## src/rtl/fetch_queue.sv

```systemverilog
// fetch_queue
//
// Instruction prefetch queue that sits between instruction memory and decode.
// It issues one sequential fetch per cycle while there is room, buffers up to
// DEPTH returned words together with their PCs, and hands them to decode in
// order. A redirect flushes everything and restarts fetching at a new PC.
//
// Ports
//   clk            rising-edge clock
//   reset          asynchronous, active-low; low clears all state
//   o_pc_addr      current fetch address (registered fetch_pc)
//   o_pc_rd        fetch request this cycle
//   i_pc_rddata    memory data, valid exactly one cycle after o_pc_rd
//   i_redirect     flush all buffered and in-flight fetches
//   i_redirect_pc  restart address, sampled while i_redirect is high
//   o_valid        head entry valid
//   o_instr        head instruction word
//   o_pc           address of the head instruction
//   i_ready        decode accepts the head entry
//   o_count        number of occupied entries
//
// Handshake: the head entry moves to decode on every rising edge where
// o_valid and i_ready are both high. o_valid never depends on i_ready, and
// o_pc_rd never depends on i_ready either, so a pop does not open a slot for a
// fetch request in the same cycle.

module fetch_queue #(
  parameter int                DATA_W   = 16,
  parameter int                ADDR_W   = 16,
  parameter int                DEPTH    = 4,
  parameter logic [ADDR_W-1:0] RESET_PC = '0
) (
  input  logic                       clk,
  input  logic                       reset,
  output logic [ADDR_W-1:0]          o_pc_addr,
  output logic                       o_pc_rd,
  input  logic [DATA_W-1:0]          i_pc_rddata,
  input  logic                       i_redirect,
  input  logic [ADDR_W-1:0]          i_redirect_pc,
  output logic                       o_valid,
  output logic [DATA_W-1:0]          o_instr,
  output logic [ADDR_W-1:0]          o_pc,
  input  logic                       i_ready,
  output logic [$clog2(DEPTH+1)-1:0] o_count
);

  localparam int PTR_W = $clog2(DEPTH);
  localparam int CNT_W = $clog2(DEPTH+1);

  logic [ADDR_W-1:0] fetch_pc;
  logic              inflight;
  logic [ADDR_W-1:0] inflight_pc;
  logic [PTR_W-1:0]  rd_ptr;
  logic [PTR_W-1:0]  wr_ptr;
  logic [CNT_W-1:0]  count;

  logic [DATA_W-1:0] instr_mem [DEPTH];
  logic [ADDR_W-1:0] pc_mem    [DEPTH];

  // Occupancy including the outstanding fetch; one extra bit so that
  // count + inflight cannot wrap.
  logic [CNT_W:0] occupied;
  logic           push;
  logic           pop;

  assign occupied = {1'b0, count} + (CNT_W+1)'(inflight);

  assign o_pc_rd   = reset && !i_redirect && (occupied < (CNT_W+1)'(DEPTH));
  assign o_valid   = (count != '0) && !i_redirect;
  assign o_pc_addr = fetch_pc;
  assign o_instr   = instr_mem[rd_ptr];
  assign o_pc      = pc_mem[rd_ptr];
  assign o_count   = count;

  // A return is only accepted when no redirect is flushing this edge.
  assign push = inflight && !i_redirect;
  assign pop  = o_valid && i_ready;

  always_ff @(posedge clk or negedge reset) begin
    if (!reset) begin
      fetch_pc    <= RESET_PC;
      inflight    <= 1'b0;
      inflight_pc <= '0;
      rd_ptr      <= '0;
      wr_ptr      <= '0;
      count       <= '0;
    end else if (i_redirect) begin
      // Redirect wins over everything: drop buffered and in-flight words.
      fetch_pc <= i_redirect_pc;
      inflight <= 1'b0;
      rd_ptr   <= '0;
      wr_ptr   <= '0;
      count    <= '0;
    end else begin
      inflight <= o_pc_rd;
      if (o_pc_rd) begin
        inflight_pc <= fetch_pc;
        fetch_pc    <= fetch_pc + ADDR_W'(1);
      end
      if (push) wr_ptr <= wr_ptr + PTR_W'(1);
      if (pop)  rd_ptr <= rd_ptr + PTR_W'(1);
      case ({push, pop})
        2'b10:   count <= count + CNT_W'(1);
        2'b01:   count <= count - CNT_W'(1);
        default: count <= count;
      endcase
    end
  end

  // Entry storage carries no reset; contents are only observed while counted.
  always_ff @(posedge clk) begin
    if (reset && push) begin
      instr_mem[wr_ptr] <= i_pc_rddata;
      pc_mem[wr_ptr]    <= inflight_pc;
    end
  end

endmodule

```

## config.mk

```make
export PLATFORM = sky130hd
export DESIGN_NAME = fetch_queue
export DESIGN_NICKNAME = d
export VERILOG_FILES = /design/src/rtl/fetch_queue.sv
export SDC_FILE = /design/constraint.sdc
export NUM_CORES = 1
export LEC_CHECK = 0
export ABC_AREA = 1
export CAP_MARGIN = 15
export CORE_UTILIZATION = 45
export DETAILED_ROUTE_END_ITERATION = 10
export GPL_ROUTABILITY_DRIVEN = 0
export PLACE_DENSITY = 0.74
export SYNTH_ARGS = -nofsm -noshare
export SYNTH_HDL_FRONTEND = slang
export SYNTH_SLANG_ARGS = --single-unit
```

## constraint.sdc

```tcl
create_clock -name clk -period 2.7 [get_ports clk]
set_input_delay 0.405 -clock clk [delete_from_list [all_inputs] [get_ports clk]]
set_output_delay 0.405 -clock clk [all_outputs]
set_load 0.01 [all_outputs]
```

==> flow_metrics.tcl <==
set metrics [dict create \
    die_x_um 125.4 \
    period_minus_slack_ns 2.576 \
    synthArstFlopShare_pct 23.81 \
    internal_power_mw 4.453 \
    cts_buffer_depth 2 \
    setup_violations 0 \
    crit_type "flop to output pin" \
    nets 734 \
    cellPowerDensity_nw_per_um2 693.4 \
    clock_sinks 168 \
    syn_inst 592 \
    dp_hpwl_um 9464 \
    start_util_pct 46.63 \
    r2r_end "pc_mem[0][14]$_DFFE_PP_" \
    max_freq_mhz 388.2 \
    relSlewSlack_pct 74.45 \
    p_seq_share_pct 50.9 \
    ys_types 29 \
    clockRootBuffer "clkbuf_16" \
    finalCritPeriodShare_pct 95.42 \
    reg2reg_from "inflight$_DFF_PN0_" \
    wl_um 14520 \
    htreeDepth 4 \
    violations "design-rule violations" \
    cts_buffers 17 \
    num_rows 44 \
    arrival_ns 2.17 \
    r2r_slack_ns 0.84 \
    rsz0062_at_grt "no" \
    first_pass_iters 10 \
    hold_buffers 0 \
    fin_hold_ws_ns 0.08331 \
    p_sw_mw 1.523 \
    fin_worst_skew_ns 0.01040 \
    antenna_cells 0 \
    ys_ff_latch 168 \
    vias_per_cell 5.378 \
    worst_pin_slew_ns 0.3823 \
    core_um2 14700 \
    final_util_pct 58.62 \
    p_leak_nw 3.242 \
    crit_fanout 45 \
    via_count 4781 \
    use_met1_pct 24.22 \
    power_frac_comb_pct 12.0 \
    num_io_pins 89 \
    grt-ovfl-total 0 \
    grt_max_degree 46 \
    cts_tree "built" \
    clock_latency_ns 0.42 \
    first_iter_violations 357 \
    finalHoldViolations 0 \
    antenna_found_initial 0 \
    clkPwrFrac_pct 37.0 \
    grt_pass1_vias 4600 \
    syn-cell-area_um2 6854 \
    place.port_buffers 88 \
    slew_viol_final 0 \
    ant_nets 0 \
    clk_pin_slew_ns 0.07 \
    grt_util_met3_pct 4.322 \
    seq_area_frac_synth_pct 70.68 \
    synth_edf_count 128 \
    cp.required_ns 2.30 \
    met2_usage_pct 32.37 \
    maxCapViolCount 0 \
    critPathCaptureType "output pin" \
    start_kind "flop" \
    fin_area_um2 8617 \
    syn2layout_area_growth_pct 25.72 \
    r2r_cells 5 \
    ys.flop_type "edfxtp_1" \
    nFillCells 1156 \
    dieHeight_um 125.4 \
    drive_gt1_share_pct 9.787 \
    placed_area_um2 8030 \
    dieArea_um2 15730 \
    syn_avg_cell_area_um2 11.58 \
    worstSetupStartpoint "rd_ptr[0]$_DFFE_PN0P_" \
    grt_pass1_wl_um 22940 \
    grt_use_total_pct 19.09 \
    outcome "complete, but fails checks" \
    tns_ns 0 \
    peakVddDrop_v 0.0005066 \
    hp-class "primary input to asynchronous set/reset pin" \
    yosysWarnings 0 \
    drc 5 \
    swShare_pct 25.48 \
    busiest_layer "met2" \
    wl_per_cell_um 16.33 \
    synth_nets 634 \
]
cell usage after synthesis (2+ instances only):
library cell | number | share of area [%]
o211ai_1 | 6 | 0.66
nand3_2 | 2 | 0.29
nand2_1 | 101 | 5.5
o21ai_1 | 3 | 0.22
xnor2_1 | 2 | 0.26
dfrtp_1 | 40 | 15
ha_1 | 5 | 0.91
a21oi_1 | 2 | 0.15
nor2_2 | 3 | 0.27
nand4_1 | 3 | 0.27
o22ai_1 | 32 | 2.9
nor2_1 | 86 | 4.7
clkbuf_1 | 11 | 0.60
o21ai_0 | 88 | 6.4
inv_1 | 33 | 1.8
buf_6 | 2 | 0.33
buf_2 | 11 | 0.80
xor2_1 | 3 | 0.38
edfxtp_1 | 128 | 56
inv_2 | 3 | 0.16
nand3_1 | 19 | 1.4
buf_1 | 2 | 0.11
stage by stage:
stage | total power [mW] | worst slack (ns) | instances
after floorplan | 3.412 | 0.07315 | 592
after global placement | 3.784 | 0.3377 | 855
after detailed placement | 3.805 | 0.3111 | 855
after CTS | 6.013 | 0.03541 | 887
after global routing | 6.192 | 0.004428 | 889
final | 5.975 | 0.1237 | 889
worst max-delay path, stage by stage (launching register included):
cell and delay [ns]:
dfrtp_2 0.43, buf_6 0.31, o21ai_0 0.16, o22ai_1 0.26
clkdlybuf4s50_1 0.59
cell usage in the layout (no fill, tap or decap), types with 4 or more instances in the layout:
cell type	Yosys	final
ha_1	5	5
nand2_1	101	101
o21ai_0	88	88
nor2_4	0	4
inv_6	0	5
nand3_1	19	19
buf_6	2	4
o22ai_1	32	31
buf_4	1	13
clkdlybuf4s50_1	0	86
dfrtp_1	40	38
inv_1	33	33
edfxtp_1	128	128
clkbuf_16	0	17
nor2_1	86	82
o211ai_1	6	6
logic make-up (layout without fill, tap and decap cells):
logic type                 Yosys count  count (layout)  synth area share [%]
DFF                                168             168                 70.68
xor gates and xnor gates             5               5                0.6390
buffers and inverters               63             176                 3.925
adders and majority gates            6               6                 1.205
AOI/OAI and AO/OA                  133             133                 10.62
and+or+nand+nor                    217             217                 12.92
final cells by class:
cell class	instances	area, um^2	area share, %
clock buffers	17	425.4	4.937
flip-flops and latches	168	4847	56.25
repair buffers	108	1081	12.55
multi-input cells	361	1777	20.62
clock inverters	15	118.9	1.379
well taps	184	230.2	2.672
inverters	36	137.6	1.597
timing repair:
item	4_1_cts	5_1_grt
pin swaps	0	2
endpoints found under the hold margin	0	0
setup buffers	0	2
cloned	0	0
endpoints found under the setup margin	16	4
resized for setup	6	2
registers in the layout, summed over array words and instances, names as in the netlist:
signal / cells
inflight: 1
o_pc_addr: 16
wr_ptr: 2
pc_mem: 64
instr_mem: 64
rd_ptr: 2
o_count: 3
inflight_pc: 16
worst max path at each step:
stage / to / slack (ns) / depth (start not counted)
final: o_pc[9] / 0.12 / 4
after detailed placement: pc_mem[0][4]$_DFFE_PP_ / 0.31 / 5
after floorplan: instr_mem[0][0]$_DFFE_PP_ / 0.07 / 4
after global placement: pc_mem[0][0]$_DFFE_PP_ / 0.34 / 5
after CTS: o_pc[9] / 0.04 / 4
after global routing: o_pc[9] / 0.004 / 4
layer usage:
metal	wire length [um]	part of all wire, %
met5	0	0
met4	183	1.3
met3	886	6.1
met2	7151	49
met1	6298	43
power by group through the flow:
stage,logic (mW),clock network (mW),registers [mW]
floorplan,0.344,0,3.07
global placement,0.698,0,3.09
detailed placement,0.713,0,3.09
CTS,0.724,2.25,3.04
global route,0.790,2.34,3.06
finish,0.720,2.21,3.04
Power figures use the tool's default switching activity.
